## src/rtl/parking_pkg.sv

```systemverilog
// Shared constants, types and control-FSM state encoding for the parking
// entry/exit handshake (used by the slot store and the control FSM).
package parking_pkg;

  localparam int PARK_DEPTH = 8;
  localparam int PARK_ID_W  = 8;

  typedef logic [PARK_ID_W-1:0] car_id_t;

  // Owned here so the control FSM and the store agree on one encoding.
  typedef enum logic [1:0] {
    IDLE  = 2'd0,
    ENTRY = 2'd1,
    EXIT  = 2'd2
  } park_ctrl_state_e;

  function automatic int cnt_width(input int depth);
    return $clog2(depth + 1);
  endfunction

endpackage

```

## src/rtl/park_wrap_ptr.sv

```systemverilog
// Slot pointer with increment enable and explicit wrap from DEPTH-1 to 0, so
// any DEPTH works, not only powers of two.
module park_wrap_ptr
  import parking_pkg::*;
#(
  parameter int DEPTH = PARK_DEPTH,
  parameter int PTR_W = (DEPTH > 1) ? $clog2(DEPTH) : 1
) (
  input  logic             clk,
  input  logic             rst_n,
  input  logic             inc,
  output logic [PTR_W-1:0] ptr
);

  localparam logic [PTR_W-1:0] LAST = PTR_W'(DEPTH - 1);

  logic [PTR_W-1:0] ptr_q;
  logic [PTR_W-1:0] ptr_d;

  always_comb begin
    ptr_d = ptr_q;
    if (inc) begin
      ptr_d = (ptr_q == LAST) ? '0 : ptr_q + 1'b1;
    end
  end

  always_ff @(posedge clk or negedge rst_n) begin
    if (!rst_n) begin
      ptr_q <= '0;
    end else begin
      ptr_q <= ptr_d;
    end
  end

  assign ptr = ptr_q;

endmodule

```

## src/rtl/parking_slot_store.sv

```systemverilog
// Circular buffer of parked car IDs in arrival order, with registered status.
// Define PARK_DWELL_EN to add per-car dwell time reporting on dwell_out.
module parking_slot_store
  import parking_pkg::*;
#(
  parameter int DEPTH = PARK_DEPTH,
  parameter int ID_W  = PARK_ID_W,
  parameter int CNT_W = cnt_width(DEPTH)
) (
  input  logic             clk,
  input  logic             reset_n,
  input  logic             write_enable,
  input  logic             read_enable,
  input  logic [ID_W-1:0]  car_id_in,
  output logic [ID_W-1:0]  car_id_out,
  output logic             out_valid,
  output logic             is_empty,
  output logic             is_full,
  output logic [CNT_W-1:0] occupancy,
  output logic             overflow_err,
  output logic             underflow_err
`ifdef PARK_DWELL_EN
  ,
  output logic [15:0]      dwell_out
`endif
);

  localparam int PTR_W = (DEPTH > 1) ? $clog2(DEPTH) : 1;
  localparam logic [CNT_W-1:0] FULL_CNT = CNT_W'(DEPTH);

  logic [ID_W-1:0]  slot_mem [DEPTH];
  logic [PTR_W-1:0] wr_ptr;
  logic [PTR_W-1:0] rd_ptr;

  logic [CNT_W-1:0] occ_q, occ_d;
  logic             empty_q, empty_d;
  logic             full_q, full_d;
  logic [ID_W-1:0]  id_out_q, id_out_d;
  logic             valid_q, valid_d;
  logic             ovf_q, ovf_d;
  logic             unf_q, unf_d;

  logic wr_accept;
  logic rd_accept;

  // Refusals are decided from the registered status, which is what the FSM sees.
  assign wr_accept = write_enable && !full_q;
  assign rd_accept = read_enable && !empty_q;

  park_wrap_ptr #(.DEPTH(DEPTH), .PTR_W(PTR_W)) u_wr_ptr (
    .clk   (clk),
    .rst_n (reset_n),
    .inc   (wr_accept),
    .ptr   (wr_ptr)
  );

  park_wrap_ptr #(.DEPTH(DEPTH), .PTR_W(PTR_W)) u_rd_ptr (
    .clk   (clk),
    .rst_n (reset_n),
    .inc   (rd_accept),
    .ptr   (rd_ptr)
  );

  always_comb begin
    occ_d    = occ_q;
    id_out_d = id_out_q;
    case ({wr_accept, rd_accept})
      2'b10:   occ_d = occ_q + 1'b1;
      2'b01:   occ_d = occ_q - 1'b1;
      default: occ_d = occ_q;
    endcase
    if (rd_accept) begin
      id_out_d = slot_mem[rd_ptr];
    end
    empty_d = (occ_d == '0);
    full_d  = (occ_d == FULL_CNT);
    valid_d = rd_accept;
    ovf_d   = write_enable && full_q;
    unf_d   = read_enable && empty_q;
  end

  always_ff @(posedge clk or negedge reset_n) begin
    if (!reset_n) begin
      occ_q    <= '0;
      empty_q  <= 1'b1;
      full_q   <= 1'b0;
      id_out_q <= '0;
      valid_q  <= 1'b0;
      ovf_q    <= 1'b0;
      unf_q    <= 1'b0;
    end else begin
      occ_q    <= occ_d;
      empty_q  <= empty_d;
      full_q   <= full_d;
      id_out_q <= id_out_d;
      valid_q  <= valid_d;
      ovf_q    <= ovf_d;
      unf_q    <= unf_d;
    end
  end

  // Slot contents survive reset; the pointers alone define what is parked.
  always_ff @(posedge clk) begin
    if (wr_accept) begin
      slot_mem[wr_ptr] <= car_id_in;
    end
  end

  assign car_id_out    = id_out_q;
  assign out_valid     = valid_q;
  assign is_empty      = empty_q;
  assign is_full       = full_q;
  assign occupancy     = occ_q;
  assign overflow_err  = ovf_q;
  assign underflow_err = unf_q;

`ifdef PARK_DWELL_EN
  logic [15:0] cycle_cnt_q, cycle_cnt_d;
  logic [15:0] dwell_q, dwell_d;
  logic [15:0] stamp_mem [DEPTH];

  // Modulo-2^16 subtraction keeps dwell correct across counter wrap.
  always_comb begin
    cycle_cnt_d = cycle_cnt_q + 16'd1;
    dwell_d     = dwell_q;
    if (rd_accept) begin
      dwell_d = cycle_cnt_q - stamp_mem[rd_ptr];
    end
  end

  always_ff @(posedge clk or negedge reset_n) begin
    if (!reset_n) begin
      cycle_cnt_q <= '0;
      dwell_q     <= '0;
    end else begin
      cycle_cnt_q <= cycle_cnt_d;
      dwell_q     <= dwell_d;
    end
  end

  always_ff @(posedge clk) begin
    if (wr_accept) begin
      stamp_mem[wr_ptr] <= cycle_cnt_q;
    end
  end

  assign dwell_out = dwell_q;
`endif

endmodule

```

## config.mk

```make
export PLATFORM = sky130hd
export DESIGN_NAME = parking_slot_store
export DESIGN_NICKNAME = d
export VERILOG_FILES = /design/src/rtl/parking_pkg.sv /design/src/rtl/park_wrap_ptr.sv /design/src/rtl/parking_slot_store.sv
export SDC_FILE = /design/constraint.sdc
export NUM_CORES = 1
export LEC_CHECK = 0
export ABC_AREA = 0
export CORE_UTILIZATION = 40
export CTS_BUF_LIST = sky130_fd_sc_hd__clkbuf_4
export DETAILED_ROUTE_END_ITERATION = 10
export GPL_TIMING_DRIVEN = 0
export SKIP_CTS_REPAIR_TIMING = 1
export SKIP_LAST_GASP = 1
export SLEW_MARGIN = 20
export SYNTH_ARGS = -nofsm -noshare
export SYNTH_HDL_FRONTEND = slang
export SYNTH_SLANG_ARGS = --single-unit
```

## constraint.sdc

```tcl
create_clock -name clk -period 4.91 [get_ports clk]
set_input_delay 0.982 -clock clk [delete_from_list [all_inputs] [get_ports clk]]
set_output_delay 0.982 -clock clk [all_outputs]
set_load 0.1 [all_outputs]
```

; After elaboration in Yosys (flattened, before gate mapping)
; Memory sizes are Yosys's and may differ from the RTL's. A register that Yosys moved wholly into a read port is not among the register bits.
; Index checks and enable logic that the tools add are counted.
; W data, S select, Z words.
[classes]
muxes = 5
n_eq_ne = 5
n_reduce_logical = 8
n_addsub = 4
[ops]
columns = cell, n
row1 = $pmux W4 S2, 1
row2 = $add A3 B1 Y3 const B, 2
row3 = $eq A3 B3 Y1 const B, 2
row4 = $mux W3, 2
row5 = $add A4 B1 Y4 const B, 1
row6 = $eq A4 B4 Y1 const B, 1
row7 = $logic_and A1 B1 Y1, 4
row8 = $logic_not A4 Y1, 1
row9 = $sub A4 B1 Y4 const B, 1
row10 = $logic_not A1 Y1, 3
row11 = $eq A2 B1 Y1 const B, 1
row12 = $eq A2 B2 Y1 const B, 1
row13 = $mux W1, 2
[totals]
elab_cells = 31
output_inout_bits = 17
n_memories = 1
regBits = 15
in_bits = 12
ram_bits = 64
[mem_list]
columns = memory, words, word_bits, read_ports, rd_ports_with_merged_regs, wr, line_no
row1 = slot_mem, 8, 8, 1, 1, 1, parking_slot_store.sv:31  ; logic [ID_W-1:0] slot_mem [DEPTH];

; Logic depth before layout (Yosys ltp)
[logic_depth]
depth_word = 5
ltp_mapped = 10
ltp_nobuf = 9

; Cells and area by module
; Synthesis repeated with hierarchy kept, for this count alone.
[hier_totals]
hier_cells = 196
hier_area_um2 = 3534.6
[modules_own_cells]
columns = module, seq_area_each_um2, instances, area_each_um2, cells_each
row1 = parking_slot_store, 2348.5, 1, 3249.4, 174
row2 = park_wrap_ptr, 75.1, 2, 142.6, 11

; Worst setup path before layout
; Ideal clock, no wire load.
[synth_path]
kind = input-to-reg
startpoint = in read_enable
endpoint = reg empty_q (netlist: is_empty)
setup_time_ps = 82
path_slack_ps = 1871
required_time_ps = 4828
cell_stages = 10
t_arrival_ps = 2957
path_buffers = 1
cell_sequence = nand2b_1 -> clkbuf_1 -> inv_1 -> ha_1 -> xor2_1 -> ha_1 -> nor3b_1 -> a21oi_1 -> a211o_1 -> a211oi_2
[synth_between]
elab_chain_len = 4
word_cells_on_any_way = 5
cone_classes = 2 x eq/ne / 1 x mux / 2 x reduce/logical
[synth_lines]
columns = element, line_no
row1 = "start, declared", parking_slot_store.sv:13  ; input logic read_enable,
row2 = $logic_and A1 B1 Y1 (*), parking_slot_store.sv:48  ; assign rd_accept = read_enable && !empty_q;
row3 = named net rd_accept, parking_slot_store.sv:44  ; logic rd_accept;
row4 = $eq A2 B1 Y1 / $eq A2 B2 Y1 (equally long branches), parking_slot_store.sv:67  ; case ({wr_accept, rd_accept})
row5 = $pmux W4 S2 (*), parking_slot_store.sv:67
row6 = $logic_not A4 Y1 (*), parking_slot_store.sv:75  ; empty_d = (occ_d == '0);
row7 = named net empty_d, parking_slot_store.sv:36  ; logic empty_q, empty_d;
row8 = "end signal, assigned", parking_slot_store.sv:93  ; empty_q <= empty_d;
row9 = "end, declared", parking_slot_store.sv:36
; Mark *: on every way through the listed nets, which the timed path passes. The rest lies on a longest branch.
; A chain may end at the register's enable or synchronous reset.

; Worst setup path after layout
[layout_path]
startpoint = in read_enable
endpoint = reg full_q (netlist: is_full)
[layout_between]
elab_chain_len = 4
word_cells_on_any_way = 5
cone_classes = 3 x eq/ne / 1 x mux / 1 x reduce/logical
[layout_lines]
columns = element, line_no
row1 = $logic_and A1 B1 Y1 (*), parking_slot_store.sv:48
row2 = named net rd_accept, parking_slot_store.sv:44
row3 = $eq A2 B1 Y1 / $eq A2 B2 Y1 (equally long branches), parking_slot_store.sv:67
row4 = $pmux W4 S2 (*), parking_slot_store.sv:67
row5 = $eq A4 B4 Y1 (*), parking_slot_store.sv:76  ; full_d = (occ_d == FULL_CNT);
row6 = named net full_d, parking_slot_store.sv:37  ; logic full_q, full_d;
row7 = "end signal, assigned", parking_slot_store.sv:94  ; full_q <= full_d;
row8 = "end, declared", parking_slot_store.sv:37
; Marked as above.

==> results_dict.tcl <==
set metrics [dict create \
    slew_headroom_pct 35.5 \
    drtIter0Drc 85 \
    fmax_mhz 284 \
    finalHoldViolations 0 \
    io_buffers 28 \
    drc 0 \
    cts_buffers 9 \
    num_rows 33 \
    status "finished clean" \
    skew_ps 21.4 \
    seq_area_frac_synth_pct 70.7 \
    netlist-cell-type-count 37 \
    drv_cap 0 \
    synth_top_area_cell "edfxtp_1" \
    nFillCells 723 \
    clockBufferDepth 2 \
    peakVddDrop_mv 0.294 \
    h-tree-depth 3 \
    crit_fanout 10 \
    grt_max_degree 24 \
    cts_sinks 87 \
    yosys_warnings 0 \
    setup_violations 0 \
    cts_tree "done" \
    worstPathRequired_ps 5250 \
    dp_hpwl_um 4230 \
    antenna_found_initial 0 \
    worstPathArrival_ps 3850 \
    rsz0062_at_grt "no" \
    overflow 0 \
    synth.area.top_cells "edfxtp_1 54%, dfrtp_1 16%, mux4_1 5.9%, mux4_2 5.1%, ha_1 2.5%" \
    dieArea_um2 9220 \
    dieHeight_um 96.0 \
    area_growth_pct 17.5 \
    ys_seq_elements 87 \
    crit_type "in -> reg" \
    wl_per_cell_um 18.1 \
    final_util_pct 49.6 \
    yosysTopAreaCellShare_pct 54.4 \
    die_x_um 96.0 \
    power_density_nw_per_um2 681 \
    clkTransAtPathRegs_ps 150 \
    place_congestion 0.686 \
    holdWs_ps 499 \
    nNetsFinal 261 \
    detail_route.wirelength_um 6380 \
    startpoint_type "input port" \
    via_count 1827 \
    grtUsageTotal_pct 16.1 \
    boundaryPins 29 \
    tightest_slew_ps 965 \
    cts-root-buf "clkbuf_4" \
    syn_area_per_cell_um2 17.6 \
    p_leak_uw 0.00152 \
    final_area_um2 4150 \
    synth_fp_nets 220 \
    first_pass_iters 4 \
    slew_viol_final 0 \
    core_area_um2 8380 \
    synth_area_um2 3530 \
    layout-drive-gt1-share_pct 16.6 \
    ant_nets 0 \
    finalCritPeriodShare_pct 71.6 \
    grt_pass1_wl_um 10200 \
    endpoint_kind "register" \
    setup-tns-final_ps 0 \
    grt_pass1_vias 1849 \
    period_needed_ps 3520 \
    diodes 0 \
    place_area_um2 3970 \
    detail_route.vias_per_cell 5.19 \
    synthesis.instances 201 \
    insertion_delay_ps 430 \
    start_util_pct 42.2 \
    hold_path_class "in -> async" \
]
-- per-stage QoR --
stage	total power (uW)	setup WS [ps]	std cells
detailed placement	2360	925	336
floorplan	2040	1870	201
CTS	2860	1370	352
global route	2990	1200	352
global placement	2330	940	334
finish	2830	1390	352
-- Yosys cell counts --
master	n
nand3_1	1
dfstp_2	1
o21ai_1	8
mux4_2	8
nor2b_1	3
mux4_1	8
dfrtp_1	22
nor3b_1	2
o21ai_0	3
and3b_1	1
buf_12	1
and2_1	2
xnor2_1	3
a32oi_1	1
mux2i_1	8
a211oi_2	1
nor3_1	3
a2bb2oi_1	1
buf_2	3
inv_1	3
a21oi_2	1
ha_1	7
and3_1	1
or2_2	1
mux2_2	2
clkbuf_1	2
nand2b_1	5
buf_4	1
nand2_1	19
a211o_1	1
xor2_1	1
nor2_1	8
edfxtp_1	64
a21oi_1	2
buf_6	1
a21o_2	1
nand4_1	1
-- cell families after synthesis --
logic type,after synthesis,synth area share [%]
AOI/OAI and AO/OA,19,3.43
xor gates and xnor gates,4,0.991
adders and majority gates,7,2.48
buffers and inverters,11,2.05
DFF,87,70.7
muxes,26,13.9
and+or+nand+nor,47,6.41
-- final timing paths --
path / from / endpoint / slack, ps / cells after the start
worst max register to register: is_empty$_DFF_PN1_ / is_full$_DFF_PN0_ / 1800 / 10
worst max-delay path: read_enable / is_full$_DFF_PN0_ / 1390 / 11
worst min register to register: car_id_out[4]$_DFFE_PN0N_ / car_id_out[4]$_DFFE_PN0N_ / 500 / 2
min in group clk: car_id_out[4]$_DFFE_PN0N_ / car_id_out[4]$_DFFE_PN0N_ / 500 / 2
worst min-delay path: reset_n / out_valid$_DFF_PN0_ / 500 / 1
max in group asynchronous: reset_n / is_empty$_DFF_PN1_ / 4020 / 1
-- state kept, by name (all words and copies together) (netlist names), 3 cells and up --
signal,flops
occupancy,4
u_wr_ptr.ptr,3
slot_mem,64
car_id_out,8
u_rd_ptr.ptr,3
-- power breakdown --
group / internal [uW] / leakage [uW] / switching [uW]
logic: 435 / 0.000560 / 838
registers: 961 / 0.000863 / 92.7
clock network: 260 / 0.0000981 / 243
-- routing by layer --
metal	part of all wire [%]	wire, um	track usage (%)
met4	2.1	134	8.08
met5	0	0	0
met1	50	3160	22.7
met3	3.6	227	3.08
met2	45	2860	23.9
-- area by class of cell --
class	instances	area (um2)	area share (%)
timing repair buffer	30	290	6.99
clock inverter	7	120	2.89
tap	105	131	3.16
multi-input combinational	103	973	23.4
buffer	8	61.3	1.48
inverter	3	11.3	0.271
sequential	87	2500	60.2
clock buffer	9	67.6	1.63
-- placed cells by master (no fill, tap or decap), types with 4 or more instances in the layout --
| cell | instances |
|---|---|
| edfxtp_1 | 64 |
| clkdlybuf4s50_1 | 27 |
| dfrtp_1 | 22 |
| nand2_1 | 19 |
| clkbuf_4 | 9 |
| nor2_1 | 8 |
| mux4_2 | 8 |
| mux4_1 | 8 |
| mux2i_1 | 8 |
| o21ai_1 | 8 |
| ha_1 | 7 |
| nand2b_1 | 5 |
| buf_2 | 4 |
-- worst max-delay path, cell delays in order --
cell and delay (ps):
clkdlybuf4s50_1 410, nand2b_1 150, clkbuf_1 420, inv_1 160, ha_1 300, xor2_1 190
ha_1 300, nor3b_1 300, a21oi_1 70, a211o_1 300, a2bb2oi_1 270
Power figures use the tool's default switching activity.
